### config.mk
export PLATFORM = sky130hd
export DESIGN_NAME = pipe_hazard_ctrl
export DESIGN_NICKNAME = d
export VERILOG_FILES = /design/src/rtl/pipe_hazard_ctrl.sv
export SDC_FILE = /design/constraint.sdc
export NUM_CORES = 1
export LEC_CHECK = 0
export ABC_AREA = 1
export BUFFER_PORTS_ARGS = -buffer_cell sky130_fd_sc_hd__buf_2
export CAP_MARGIN = 20
export CORE_ASPECT_RATIO = 0.6
export CORE_UTILIZATION = 51
export CTS_CLUSTER_DIAMETER = 80
export DETAILED_ROUTE_END_ITERATION = 8
export PLACE_DENSITY_LB_ADDON = 0.05
export SLEW_MARGIN = 20
export SYNTH_ARGS = -nofsm -noshare
export SYNTH_HDL_FRONTEND = slang
export SYNTH_SLANG_ARGS = --single-unit
### constraint.sdc
create_clock -name CLK -period 1.9 [get_ports CLK]
set_input_delay 0.19 -clock CLK [delete_from_list [all_inputs] [get_ports CLK]]
set_output_delay 0.19 -clock CLK [all_outputs]
set_load 0.03 [all_outputs]
### src/rtl/pipe_hazard_ctrl.sv
// Stall/flush sequencer for the 5-stage pipeline: load-use/RAW stalls, EX redirects,
// data-memory wait freezes and saturating event counters. Optional macro: FORWARD_EN.
module pipe_hazard_ctrl #(
    parameter int FLUSH_CYCLES = 1,
    parameter int CNT_W        = 16
) (
    input  logic             CLK,
    input  logic             RST,
    input  logic [4:0]       ID_rs_addr,
    input  logic [4:0]       ID_rt_addr,
    input  logic             ID_uses_rs,
    input  logic             ID_uses_rt,
    input  logic [4:0]       EX_rs_addr,
    input  logic [4:0]       EX_rt_addr,
    input  logic [4:0]       EX_WriteReg_addr,
    input  logic             EX_RegWrite,
    input  logic             EX_MemRead,
    input  logic             EX_Redirect,
    input  logic [4:0]       MEM_WriteReg_addr,
    input  logic             MEM_RegWrite,
    input  logic             MEM_MemAccess,
    input  logic             DMem_ready,
    output logic             PC_Write,
    output logic             IFID_Write,
    output logic             IFID_Flush,
    output logic             IDEX_Write,
    output logic             IDEX_Bubble,
    output logic             Back_Write,
    output logic [1:0]       ForwardA,
    output logic [1:0]       ForwardB,
    output logic [CNT_W-1:0] Stall_Cnt,
    output logic [CNT_W-1:0] Flush_Cnt,
    output logic [CNT_W-1:0] Wait_Cnt
);

    typedef enum logic [1:0] {
        RUN     = 2'd0,
        MEMWAIT = 2'd1,
        FLUSH   = 2'd2
    } state_t;

    state_t           state_r, state_next_s;
    logic [1:0]       rem_r, rem_next_s;
    logic [CNT_W-1:0] stall_cnt_r, flush_cnt_r, wait_cnt_r;
    logic             stall_inc_s, flush_inc_s, wait_inc_s;
    logic             wait_s, flushing_s, hazard_s;

    function automatic logic reg_match(input logic we, input logic [4:0] dst, input logic [4:0] r);
        return we && (r != 5'd0) && (r == dst);
    endfunction

    function automatic logic [CNT_W-1:0] sat_inc(input logic [CNT_W-1:0] v, input logic en);
        if (en && (v != {CNT_W{1'b1}})) begin
            return v + {{(CNT_W-1){1'b0}}, 1'b1};
        end else begin
            return v;
        end
    endfunction

    assign wait_s = MEM_MemAccess & ~DMem_ready;
    // A freeze taken out of FLUSH keeps rem_r nonzero, so release resumes the flush.
    assign flushing_s = (state_r == FLUSH) || ((state_r == MEMWAIT) && (rem_r != 2'd0));

`ifdef FORWARD_EN
    logic [4:0] wb_dst_r;
    logic       wb_we_r;

    function automatic logic [1:0] fwd_sel(input logic [4:0] r, input logic mem_we,
                                           input logic [4:0] mem_dst, input logic wb_we,
                                           input logic [4:0] wb_dst);
        if (reg_match(mem_we, mem_dst, r)) begin
            return 2'b10;
        end else if (reg_match(wb_we, wb_dst, r)) begin
            return 2'b01;
        end else begin
            return 2'b00;
        end
    endfunction

    assign hazard_s = EX_MemRead & EX_RegWrite &
                      ((ID_uses_rs & reg_match(1'b1, EX_WriteReg_addr, ID_rs_addr)) |
                       (ID_uses_rt & reg_match(1'b1, EX_WriteReg_addr, ID_rt_addr)));

    assign ForwardA = RST ? 2'b00 : fwd_sel(EX_rs_addr, MEM_RegWrite, MEM_WriteReg_addr, wb_we_r, wb_dst_r);
    assign ForwardB = RST ? 2'b00 : fwd_sel(EX_rt_addr, MEM_RegWrite, MEM_WriteReg_addr, wb_we_r, wb_dst_r);

    // MEM/WB destination shadow, advancing only when the back end advances.
    always_ff @(posedge CLK) begin
        if (RST) begin
            wb_dst_r <= 5'd0;
            wb_we_r  <= 1'b0;
        end else if (Back_Write) begin
            wb_dst_r <= MEM_WriteReg_addr;
            wb_we_r  <= MEM_RegWrite;
        end
    end
`else
    logic unused_s;

    assign unused_s = ^{EX_rs_addr, EX_rt_addr, EX_MemRead};
    assign hazard_s = (ID_uses_rs & (reg_match(EX_RegWrite, EX_WriteReg_addr, ID_rs_addr) |
                                     reg_match(MEM_RegWrite, MEM_WriteReg_addr, ID_rs_addr))) |
                      (ID_uses_rt & (reg_match(EX_RegWrite, EX_WriteReg_addr, ID_rt_addr) |
                                     reg_match(MEM_RegWrite, MEM_WriteReg_addr, ID_rt_addr)));
    assign ForwardA = 2'b00;
    assign ForwardB = 2'b00;
`endif

    // Next-state and pipeline controls; priority is wait > flush/redirect > hazard.
    always_comb begin
        PC_Write     = 1'b1;
        IFID_Write   = 1'b1;
        IFID_Flush   = 1'b0;
        IDEX_Write   = 1'b1;
        IDEX_Bubble  = 1'b0;
        Back_Write   = 1'b1;
        state_next_s = RUN;
        rem_next_s   = rem_r;
        stall_inc_s  = 1'b0;
        flush_inc_s  = 1'b0;
        wait_inc_s   = 1'b0;
        if (RST) begin
            PC_Write    = 1'b0;
            IFID_Write  = 1'b0;
            IFID_Flush  = 1'b1;
            IDEX_Bubble = 1'b1;
            rem_next_s  = 2'd0;
        end else if (wait_s) begin
            PC_Write     = 1'b0;
            IFID_Write   = 1'b0;
            IDEX_Write   = 1'b0;
            Back_Write   = 1'b0;
            state_next_s = MEMWAIT;
            wait_inc_s   = 1'b1;
        end else if (flushing_s) begin
            IFID_Flush   = 1'b1;
            IDEX_Bubble  = 1'b1;
            rem_next_s   = rem_r - 2'd1;
            state_next_s = (rem_r == 2'd1) ? RUN : FLUSH;
            flush_inc_s  = 1'b1;
        end else if (EX_Redirect) begin
            IFID_Flush   = 1'b1;
            IDEX_Bubble  = 1'b1;
            rem_next_s   = 2'(FLUSH_CYCLES - 1);
            state_next_s = (FLUSH_CYCLES > 1) ? FLUSH : RUN;
            flush_inc_s  = 1'b1;
        end else if (hazard_s) begin
            PC_Write    = 1'b0;
            IFID_Write  = 1'b0;
            IDEX_Bubble = 1'b1;
            stall_inc_s = 1'b1;
        end else begin
            state_next_s = RUN;
        end
    end

    // State, flush remainder and saturating counters.
    always_ff @(posedge CLK) begin
        if (RST) begin
            state_r     <= RUN;
            rem_r       <= 2'd0;
            stall_cnt_r <= '0;
            flush_cnt_r <= '0;
            wait_cnt_r  <= '0;
        end else begin
            state_r     <= state_next_s;
            rem_r       <= rem_next_s;
            stall_cnt_r <= sat_inc(stall_cnt_r, stall_inc_s);
            flush_cnt_r <= sat_inc(flush_cnt_r, flush_inc_s);
            wait_cnt_r  <= sat_inc(wait_cnt_r, wait_inc_s);
        end
    end

    assign Stall_Cnt = stall_cnt_r;
    assign Flush_Cnt = flush_cnt_r;
    assign Wait_Cnt  = wait_cnt_r;

endmodule

* Yosys cells after proc, flatten, opt, wreduce, memory -nomap -nowiden
Cells that the tools add are included.
Widths: inputs -> output; s select.
** Cells by class
- Reductions and logical operators :: 19
- Muxes and demuxes :: 28
- Equality and inequality tests :: 10
- Bitwise gates (word level) :: 9
- Add/subtract/negate cells :: 4
** Operators by type and width (number)
- $add 16x1->16 const B :: 3
- $ne 16x16->1 const B :: 3
- $mux 1 :: 25
- $eq 5x5->1 :: 4
- $logic_and 1x1->1 :: 12
- $reduce_bool 5->1 :: 2
- $mux 2 :: 3
- $eq 2x1->1 const B :: 2
- $reduce_bool 2->1 :: 2
- $and 1x1->1 :: 3
- $not 1->1 :: 3
- $or 1x1->1 :: 3
- $reduce_or 3->1 :: 1
- $eq 2x2->1 const B :: 1
- $reduce_and 2->1 :: 1
- $sub 2x1->2 const B :: 1
- $logic_or 1x1->1 :: 1
** Storage, ports and cells
- Output and inout bits :: 58
- Word-level logic and storage cells :: 76
- Bits in registers :: 52

* Longest topological paths before layout
Gate-level depths: netlist (run 1).
- Word-level depth :: 12
- Depth in mapped cells :: 14
- Depth with buffers taken out :: 14

* Worst setup path before layout (run 1)
No wires, ideal clock.
- Path type :: register to output
- Start :: register rem_r[0]
- End :: output port PC_Write
- Arrival time :: 1756 ps
- Setup slack :: -46 ps
- Cell stages (with the launch flop) :: 9
- Path through :: dfxtp_1 > inv_1 > ha_1 > nor2_1 > o21ai_2 > nand2_1 > inv_1 > a21oi_1 > buf_4
** On the way
- Word-level cells in the longest chain between the ends :: 6
** RTL lines
- from (decl) :: RTL line 43 : logic [1:0] rem_r, rem_next_s;
- from (signal assigned) :: RTL line 167 : rem_r <= rem_next_s;
- $reduce_bool 2->1 :: RTL line 62 : assign flushing_s = (state_r == FLUSH) || ((state_r == MEMWAIT) && (rem_r != 2'd0));
- $logic_and 1x1->1 :: RTL line 62
- $logic_or 1x1->1 :: RTL line 62
- $mux 1 (3 in series)
- to (decl) :: RTL line 23 : output logic PC_Write,
Every way passes these cells.

* Final worst setup path (run 1)
- Start :: register rem_r[0]
- End :: output port IFID_Flush
** On the way
- Word-level cells in the longest chain between the ends :: 6
** RTL lines
- $reduce_bool 2->1 :: RTL line 62
- $logic_and 1x1->1 :: RTL line 62
- $logic_or 1x1->1 :: RTL line 62
- $mux 1 :: RTL line 135 : end else if (flushing_s) begin
- $mux 1 :: RTL line 128 : end else if (wait_s) begin
- $mux 1 :: RTL line 122 : if (RST) begin
- to (decl) :: RTL line 25 : output logic IFID_Flush,
Every way passes these cells.

==> summary.md, run 1 <==
| Metric | Value |
|---|---|
| Pre-CTS setup slack | `-0.0153 ns` |
| Initial antenna violation count | `0` |
| Clk root buf | `clkbuf_8` |
| Synth Warn # | `0` |
| Max-cap violation count | `0` |
| R2R Setup Slk | `0.10 ns` |
| Power density cells | `519 nW/um^2` |
| First-pass GRT wire length | `13,300 um` |
| Ys async rst share | `0` |
| Synth-to-Final Area Change | `28.4%` |
| Port bufs | `between 80 and 90` |
| Yosys top cell area share | `0.335` |
| Clock Path Buffers | `2` |
| Crit end category | `primary output` |
| DP Area | `3620 um^2` |
| Reg power frac | `0.534` |
| Drt wl/cell | `12.2 um` |
| Post-DP HPWL | `5990 um` |
| Crit path max fanout | `3` |
| Share of total power in combinational logic | `0.141` |
| Worst hold path endpoint | `state_r[0]` |
| Final clock skew | `0.0104 ns` |
| Sequential share of the synthesized area | `0.335` |
| Cell Int Power | `~0.0015 W` |
| Worst setup path start | `rem_r[0]` |
| Mean area per synthesized cell | `6.30 um^2` |
| Layout cells sized above 1 | `0.280` |
| Final setup viols | `0` |
| Yosys reg bits | `52` |
| Leakage power | `approximately 1.9 nW` |
| Post-synth design cell area | `3100 um^2` |
| Largest net degree at the start of global routing | `25` |
| FMAX | `~550 MHz` |
| Clock sink count | `52` |
| Final Cycle Share | `0.964` |
| H-Tree Depth | `2` |
| Routed Antenna Nets | `0` |
| IO Count | `98` |
| Yosys top cell by area | `dfxtp_1` |
| R2r worst-path depth | `12` |
| Final wirelength | `8280 um` |
| Most common cell after layout, fill and taps aside | `nand2_1` |
| Vias per inst | `between 5 and 6` |
| Worst-Skew Late Latency | `0.31 ns` |
| Die Wd | `103 um` |
| Initial core utilization | `0.542` |
| Post-layout util | `0.696` |
| Setup ws final | `about 0.068 ns` |
| Reg2Reg Capture Point | `Wait_Cnt[14]` |
| Rows | `21` |
| Die area | `6410 um^2` |
| Total track usage | `0.262` |
| Switching part of the total power | `0.276` |
| Hold path startpoint | `RST` |
| # diodes | `0` |
| Grt ovf | `0` |
| Post-CTS Hold Fix Bufs | `0` |
| Core area | `approximately 5700 um^2` |
| Setup TNS | `0 ns` |
| Final hold vios | `0` |
| Post-route DRC | `0` |
| Req. time, crit path | `1.71 ns` |
| CTS tree | `built` |
| Post-route cell area | `3990 um^2` |
| TritonCTS buffer count | `5` |
| Worst Hold Class | `primary input to flip-flop` |
| Crit path kind | `flip-flop to primary output` |
| Sw power | `0.000572 W` |
| Hold_ws | `0.178 ns` |
| RR Startpoint | `Wait_Cnt[0]` |
| Nets@finish | `roughly 640` |
| Main synth FF type | `dfxtp_1` |
| Most frequent cells in the layout | `nand2_1 (125), buf_2 (78), nor2_1 (72)` |
| Post-synth EDFFs | `0` |
| Reg clk slew, reported paths | `approximately 0.09 ns` |
| Critical path arrival | `1.64 ns` |
| Peak supply drop | `~0.00037 V` |
| Cells after Synth | `493` |
| Worst setup SP type | `flip-flop` |
| DRT iter0 DRCs | `roughly 170` |
| Gpl congestion | `about 0.9` |
| Clock Power Share | `0.325` |
| Outcome | `complete, no violations` |
| Slew Limit Fails | `0` |
| Hold Path Stages | `2` |
| Distinct cells, synth | `38` |
| Via count | `around 3,400` |
| Die Y | `62.4 um` |
| Drt first pass iters | `4` |
| Vias in the first global route | `2,989` |
| Synth top area cells | `dfxtp_1 (34%), nand2_1 (16%), nor2_1 (8.8%), inv_1 (8.3%), a21oi_1 (5.2%)` |
| Min cycle time layout | `between 1.5 and 2 ns` |
==> critical path, stage by stage, from the launching register on <==
cell	delay [ns]
dfxtp_2	0.33
inv_2	0.05
ha_2	0.16
nor2_1	0.05
o21ai_2	0.16
nand2_2	0.12
nand2_1	0.07
inv_1	0.06
nor2_4	0.12
inv_2	0.05
buf_4	0.16
==> Yosys cell counts (3+ instances only) <==
cell	number
nand4_1	10
dfxtp_1	52
xor2_1	4
nor2_2	4
nor3_1	11
nand2_1	133
ha_1	5
o21ai_0	22
nand3_1	25
buf_4	6
inv_1	69
o21bai_1	3
nor2_1	73
inv_2	5
nor2_4	4
nor4_1	4
a21oi_1	32
==> metrics by stage <==
| step | power, W | std cells |
|---|---|---|
| floorplan | 0.00130 | 496 |
| global placement | 0.00138 | 654 |
| detailed placement | 0.00138 | 654 |
| CTS | 0.00206 | 664 |
| global route | 0.00217 | 677 |
| finish | 0.00207 | 677 |
==> flip-flops by register name, summed over array words and instances (netlist names) <==
register and count:
Flush_Cnt 16, Stall_Cnt 16, Wait_Cnt 16, rem_r 2, state_r 2
==> power by group through the flow <==
| stage | logic [W] | clock network (W) | registers, W |
|---|---|---|---|
| final | 0.000292 | 0.000673 | 0.00110 |
| after global placement | 0.000249 | 0 | 0.00113 |
| after detailed placement | 0.000253 | 0 | 0.00113 |
| after floorplan | 0.000162 | 0 | 0.00114 |
| after global routing | 0.000324 | 0.000739 | 0.00111 |
| after CTS | 0.000266 | 0.000690 | 0.00110 |
==> repair_timing <==
item	4_1_cts	5_1_grt
buffers inserted	2	12
pin swaps	2	16
resized for setup	10	40
cloned	0	1
setup endpoints to repair	8	36
==> worst max-delay path by stage <==
stage,endpoint,cells after the start
3_5_place_dp,Flush_Cnt[12],12
6_report,IFID_Flush,10
5_1_grt,Wait_Cnt[15],10
3_3_place_gp,Flush_Cnt[11],14
2_1_floorplan,Stall_Cnt[10],11
4_1_cts,Flush_Cnt[11],14
==> logic make-up (layout without fill, tap and decap cells) <==
family	after synthesis	count (layout)	share of synthesized area
buf+inv	88	188	0.117
fa+ha+maj	5	5	0.0202
simple gates	277	278	0.400
flops	52	52	0.335
xor+xnor	5	5	0.0141
other cells	1	4	0.00121
compound gates	65	65	0.112
==> layer usage <==
| metal | global-route usage | up-vias | share of wire |
|---|---|---|---|
| met2 | 0.394 | 124 | 0.43 |
| li1 | - | 1763 | - |
| met4 | 0.0643 | 0 | 0.010 |
| met3 | 0.0526 | 10 | 0.068 |
| met5 | 0 | - | 0 |
| met1 | 0.381 | 1530 | 0.50 |
==> final cells by class <==
class                           instances  area, um^2
Clock buffer                            7        86.3
Clock inverter                          1        7.51
Fill cell                             517        1740
Inverter                               75         282
Multi-Input combinational cell        357        1860
Sequential cell                        52        1050
Tap cell                               80         100
Timing Repair Buffer                  105         604
(Power assumes the default switching activity.)
==> run 2: changes to the inputs <==
--- a/config.mk
+++ b/config.mk
@@ -8,7 +8,6 @@
 export ABC_AREA = 1
 export BUFFER_PORTS_ARGS = -buffer_cell sky130_fd_sc_hd__buf_2
 export CAP_MARGIN = 20
-export CORE_ASPECT_RATIO = 0.6
 export CORE_UTILIZATION = 51
 export CTS_CLUSTER_DIAMETER = 80
 export DETAILED_ROUTE_END_ITERATION = 8
==> run 2 against run 1 <==
  * Critical path depth is 2 lower
  * Sequential cell count stayed put
  * Sequential share of layout area is 0.94 points higher
  * Via count is 5.3% lower
  * Global-route usage is 4.0 points lower
  * Register-to-register slack hardly changed
  * Sequential power hardly changed
  * Largest power group unchanged
  * Clock power is 3.1% lower
  * Critical path type unchanged
  * Utilization is 4.5 points lower
==> summary.md, run 2 (same netlist as run 1, synthesis figures left out) <==
| Metric | Value |
|---|---|
| First-pass GRT wire length | `11,500 um (-14%)` |
| Clock Path Buffers | `2 (unchanged)` |
| Most frequent cells in the layout | `nand2_1 (128), buf_2 (78), nor2_1 (71)` |
| Grt ovf | `0 (unchanged)` |
| Worst setup SP type | `flip-flop` |
| RSZ-0062 raised after global routing | `yes` |
| TritonCTS buffer count | `5 (unchanged)` |
| Drt wl/cell | `10.6 um (-13%)` |
| Reg2Reg Capture Point | `Stall_Cnt[11]` |
| Final hold vios | `0 (unchanged)` |
| Initial core utilization | `0.527 (-0.0145)` |
| Total track usage | `0.222 (-0.0399)` |
| Layout cells sized above 1 | `0.242 (-0.0379)` |
| Post-route DRC | `0 (unchanged)` |
| Outcome | `complete, no violations` |
| Worst-Skew Late Latency | `0.30 ns (about the same)` |
| CTS tree | `built` |
| Post-route cell area | `3830 um^2 (-3.9%)` |
| Req. time, crit path | `1.71 ns (about the same)` |
| DP Area | `3590 um^2 (-0.59%)` |
| Vias in the first global route | `2,760 (-7.7%)` |
| Die Wd | `80.0 um (-22%)` |
| Die area | `6400 um^2 (-0.16%)` |
| Worst hold path endpoint | `Stall_Cnt[11]` |
| Clk root buf | `clkbuf_8` |
| Die Y | `80.0 um (+28%)` |
| R2R Setup Slk | `0.10 ns (about the same)` |
| Crit end category | `primary output` |
| Min cycle time layout | `1.83 ns (-0.00584 ns)` |
| Reg clk slew, reported paths | `0.10 ns (about the same)` |
| Gpl congestion | `0.910 (+1.6%)` |
| Worst Hold Class | `primary input to flip-flop` |
| Initial antenna violation count | `0 (unchanged)` |
| Nets@finish | `627 (-2.2%)` |
| Post-DP HPWL | `5300 um (-12%)` |
| Most common cell after layout, fill and taps aside | `nand2_1` |
| Via count | `3,246 (-5.3%)` |
| # diodes | `0 (unchanged)` |
| Critical path arrival | `1.64 ns (about the same)` |
| Routed Antenna Nets | `0 (unchanged)` |
| Hold path startpoint | `RST` |
| Final wirelength | `7000 um (-16%)` |
| Power density cells | `528 nW/um^2 (+1.8%)` |
| Core area | `5890 um^2 (+2.8%)` |
| Largest net degree at the start of global routing | `18 (-28%)` |
| Synth-to-Final Area Change | `23.3%` |
| IO Count | `98 (unchanged)` |
| Post-layout util | `0.651 (-0.0452)` |
| Crit path kind | `flip-flop to primary output` |
| Final Cycle Share | `0.961 (-0.00307)` |
| Peak supply drop | `0.000305 V (-17%)` |
| Final clock skew | `0.0100 ns (-0.000362 ns)` |
| Final Power | `0.00202 W (-2.2%)` |
| Hold Path Stages | `2 (unchanged)` |
| Drt first pass iters | `4 (unchanged)` |
| RR Startpoint | `rem_r[0]` |
| Rows | `28 (+33%)` |
| Slew Limit Fails | `0 (unchanged)` |
| FMAX | `548 MHz (+0.32%)` |
| Clock sink count | `52 (unchanged)` |
| Leakage power | `1.80 nW (-4.2%)` |
| Max-cap violation count | `0 (unchanged)` |
| Vias per inst | `4.93 (-2.5%)` |
| Port bufs | `82 (unchanged)` |
| DRT iter0 DRCs | `98 (-44%)` |
| Crit path max fanout | `4 (+1)` |
| H-Tree Depth | `2 (unchanged)` |
| R2r worst-path depth | `12 (unchanged)` |
| Final setup viols | `0 (unchanged)` |
-- run 2: changes by cell type in the layout (fill, tap and decap cells not counted), moves of 2 or more --
| cell | previous run | this run |
|---|---|---|
| o21ai_1 | 4 | 2 |
| dfxtp_1 | 48 | 50 |
| o21ai_0 | 20 | 22 |
| nor3_1 | 7 | 11 |
| nor2_4 | 10 | 8 |
| nor3_2 | 5 | 2 |
| buf_4 | 24 | 9 |
| nand2_1 | 125 | 128 |
| nand2_2 | 9 | 7 |
| nor2_2 | 0 | 2 |
-- run 2: layer usage --
metal / vias up / global-route usage / share of wire
li1: 1733 / - / -
met1: 1446 / 0.290 / 0.47
met2: 67 / 0.376 / 0.48
met3: 0 / 0.0423 / 0.045
met4: 0 / 0.0482 / 0
met5: - / 0 / 0
-- run 2: what timing repair did --
item,4_1_cts,5_1_grt
buffers inserted,0,3
hold buffers,0,0
endpoints found under the setup margin,3,33
pin swaps,0,10
endpoints found under the hold margin,0,0
resized for setup,1,35
-- run 2: worst max-delay path, stage by stage (launching register included) --
cell	delay, ns
dfxtp_2	0.34
inv_2	0.07
ha_4	0.13
nor2_2	0.04
o21ai_2	0.21
nand2_2	0.11
inv_1	0.20
a21oi_4	0.10
buf_6	0.15
-- run 2: per-stage QoR --
step	std cells	worst slack (ns)	hold WS [ns]	TNS [ns]
after floorplan	496	0.0250	0.390	0
after global placement	647	0.0641	0.445	0
after detailed placement	647	0.00656	0.457	0
after CTS	655	-0.0238	0.149	-0.0463
after global routing	658	-0.0368	0.181	-0.241
final	658	0.0739	0.201	0
-- run 2: final cells by class --
type,instances,area (um^2)
tap,75,93.8
fill,586,2060
clock buffer,7,86.3
inverter,75,282
sequential,52,1040
timing repair buffer,92,523
clock inverter,1,7.51
multi-input combinational,356,1790
-- run 2: how the worst max path moves through the flow --
stage / startpoint / to / slack (ns)
6_report: rem_r[0] / IFID_Write / 0.07
3_5_place_dp: rem_r[0] / Flush_Cnt[12] / 0.007
3_3_place_gp: rem_r[0] / Flush_Cnt[14] / 0.06
2_1_floorplan: Stall_Cnt[1] / Stall_Cnt[10] / 0.03
5_1_grt: rem_r[0] / IDEX_Bubble / -0.04
4_1_cts: rem_r[0] / IFID_Write / -0.02
-- run 2: power breakdown --
| part | leakage (nW) | internal, W | total [W] | switching (W) |
|---|---|---|---|---|
| Combinational | 1.33 | 0.0000928 | 0.000268 | 0.000175 |
| Clock | 0.0445 | 0.000297 | 0.000652 | 0.000355 |
| Sequential | 0.420 | 0.00110 | 0.00110 | 0.00000726 |
| Total | 1.80 | 0.00149 | 0.00202 | 0.000537 |
==> run 3: changes to the inputs <==
--- a/config.mk
+++ b/config.mk
@@ -8,7 +8,7 @@
 export ABC_AREA = 1
 export BUFFER_PORTS_ARGS = -buffer_cell sky130_fd_sc_hd__buf_2
 export CAP_MARGIN = 20
-export CORE_UTILIZATION = 51
+export CORE_UTILIZATION = 46
 export CTS_CLUSTER_DIAMETER = 80
 export DETAILED_ROUTE_END_ITERATION = 8
 export PLACE_DENSITY_LB_ADDON = 0.05
==> constraint.sdc (replaced) <==
create_clock -name CLK -period 1.47 [get_ports CLK]
set_input_delay 0.147 -clock CLK [delete_from_list [all_inputs] [get_ports CLK]]
set_output_delay 0.147 -clock CLK [all_outputs]
set_load 0.03 [all_outputs]
==> run 3 against run 2 <==
  * The run now ends with DRC, setup timing left
  * Combinational power grew 58%
  * Sequential share of layout area fell by 4.3 points
  * Worst setup slack got worse by 0.33 ns
  * Sequential cell count did not move
  * Sequential power up 28%
  * Critical path depth is 2 higher
  * Wire length up 24%
  * Global-route usage up 0.57 points
  * Largest power group unchanged
==> summary.md, run 3 (same netlist as run 1, synthesis figures left out) <==
| Metric | Value |
|---|---|
| Outcome | `finished, violations left` |
| Failing checks | `DRC, setup timing` |
| DRT met1 WL | `3810 um (+15%)` |
| Drt first pass iters | `6 (+2)` |
| Metal2 WL | `4350 um (+29%)` |
| Min cycle time layout | `1.73 ns` |
| Pre-CTS setup slack | `-0.249 ns (-0.255 ns)` |
| Switching part of the total power | `0.281 (+0.0149)` |
| Setup TNS | `-6.31 ns (-6.31 ns)` |
| Reg power frac | `0.520 (-0.025)` |
| Max incr delay on CP | `0.34 ns (about the same)` |
| Post-DP HPWL | `6000 um (+13%)` |
| Crit path kind | `flip-flop to primary output` |
| DRT iter0 DRCs | `135 (+38%)` |
| Worst Hold Class | `primary input to flip-flop` |
| Final hold vios | `0 (unchanged)` |
| Gpl congestion | `0.896 (-1.6%)` |
| TritonCTS buffer count | `5 (unchanged)` |
| Layout cells sized above 1 | `0.462 (+0.221)` |
| Clock Path Buffers | `2 (unchanged)` |
| IO Count | `98 (unchanged)` |
| Critical path's top delay family | `simple AND/OR/NAND/NOR gates` |
| Reg clk slew, reported paths | `0.10 ns (about the same)` |
| Total track usage | `0.228 (+0.00574)` |
| Clk root buf | `clkbuf_8` |
| Fillers | `515 (-12%)` |
| Peak supply drop | `0.000419 V (+37%)` |
| Critical path arrival | `1.58 ns (-0.06 ns)` |
| Vias in the first global route | `3,069 (+11%)` |
| Nets@finish | `697 (+11%)` |
| Final wirelength | `8660 um (+24%)` |
| # diodes | `0 (unchanged)` |
| Most frequent cells in the layout | `nand2_1 (111), buf_2 (78), buf_4 (68)` |
| Initial antenna violation count | `0 (unchanged)` |
| Most common cell after layout, fill and taps aside | `nand2_1` |
| H-Tree Depth | `2 (unchanged)` |
| Uppermost layer routed | `met4` |
| Area of the multi-input gates | `2110 um^2 (+18%)` |
| Final clock skew | `0.0100 ns (-0.00000600 ns)` |
| Leakage power | `2.31 nW (+28%)` |
| Die Y | `84.2 um (+5.2%)` |
| Hold path startpoint | `RST` |
| Clock sink count | `52 (unchanged)` |
| Grt ovf | `0 (unchanged)` |
| Final Non-Filler Cells | `730 (+11%)` |
| Sw power | `0.000763 W (+42%)` |
| WL met3 | `420 um (+34%)` |
| Hold_ws | `0.144 ns (-0.0571 ns)` |
| Routed Antenna Nets | `0 (unchanged)` |
| Crit path max fanout | `3 (-1)` |
| Die Wd | `84.2 um (+5.2%)` |
| Max-cap violation count | `0 (unchanged)` |
| Worst setup path start | `rem_r[0]` |
| Rows | `29 (+3.6%)` |
| Core area | `6420 um^2 (+9.1%)` |
| Via count | `3,588 (+11%)` |
| RR Startpoint | `rem_r[0]` |
| Final setup viols | `39 (+39)` |
| Post-CTS Hold Fix Bufs | `0 (unchanged)` |
| Clock Power Share | `0.324 (+0.002)` |
| Setup ws final | `-0.260 ns (-0.334 ns)` |
| WP buf/inv | `3 (unchanged)` |
| Cell Int Power | `0.00196 W (+32%)` |
| RSZ-0062 raised after global routing | `yes` |
| Placed cells | `701 (+8.3%)` |
| First-pass GRT wire length | `13,300 um (+16%)` |
| Crit-path cells | `inv_2 > ha_4 > nor2_4 > o21ai_2 > nand2_2 > nand2_1 > inv_2 > nor2_2 > nand2_1 > buf_6` |
| Register area | `1100 um^2 (+5.4%)` |
| Worst-Skew Late Latency | `0.31 ns (about the same)` |
| Share of total power in combinational logic | `0.156 (+0.024)` |
| Worst setup SP type | `flip-flop` |
| Die area | `7080 um^2 (+11%)` |
| Req. time, crit path | `1.32 ns (-0.39 ns)` |
| Synth-to-Final Area Change | `54.1%` |
| FMAX | `578 MHz` |
| Final Cycle Share | `1.18` |
| Crit end category | `primary output` |
| Vias per inst | `4.92 (-0.37%)` |
| Port bufs | `82 (unchanged)` |
| Slew Limit Fails | `0 (unchanged)` |
| Slowest-stage cell, CP | `dfxtp_2` |
| Post-route DRC | `10 (+10)` |
| Power density cells | `568 nW/um^2 (+7.6%)` |
| Drt wl/cell | `11.9 um (+11%)` |
| CTS tree | `built` |
| Largest net degree at the start of global routing | `23 (+5)` |
| Initial core utilization | `0.483 (-0.0441)` |
run 3: through the flow:
step,cell area [um^2],utilization,power [W]
global placement,4140,0.645,0.00180
detailed placement,4140,0.645,0.00181
finish,4780,0.745,0.00272
global route,4780,0.745,0.00283
floorplan,3280,-,0.00169
CTS,4460,0.695,0.00271
run 3: worst paths after layout:
check                  end  depth (start not counted)  slack, ns
min reg2reg  Flush_Cnt[12]                          2       0.50
max            IDEX_Bubble                         10      -0.26
min           Flush_Cnt[2]                          2       0.14
max reg2reg  Flush_Cnt[11]                         14      -0.24
run 3: per-layer routing:
layer,GRT usage,vias up
met2,0.397,76
li1,-,1879
met5,0,-
met4,0.0596,0
met1,0.291,1625
met3,0.0393,8
run 3: area by class of cell:
type / instances / share of cell area
well taps: 77 / 0.0201
clock buffers: 7 / 0.0181
multi-input cells: 357 / 0.442
clock inverters: 1 / 0.00157
inverters: 75 / 0.0602
repair buffers: 161 / 0.228
flip-flops and latches: 52 / 0.230
run 3: timing repair:
action                                  in CTS  in global routing
pin swaps                                   13                 20
endpoints found under the setup margin      45                 50
gates cloned                                 1                  1
gates resized for setup                     39                 66
buffers inserted                             8                 11
endpoints found under the hold margin        0                  0
run 3: power by group through the flow:
stage | clock network, W | registers, W | logic (W)
3_3_place_gp | 0 | 0.00145 | 0.000352
2_1_floorplan | 0 | 0.00147 | 0.000216
6_report | 0.000880 | 0.00141 | 0.000424
5_1_grt | 0.000944 | 0.00142 | 0.000467
3_5_place_dp | 0 | 0.00145 | 0.000358
4_1_cts | 0.000899 | 0.00142 | 0.000393
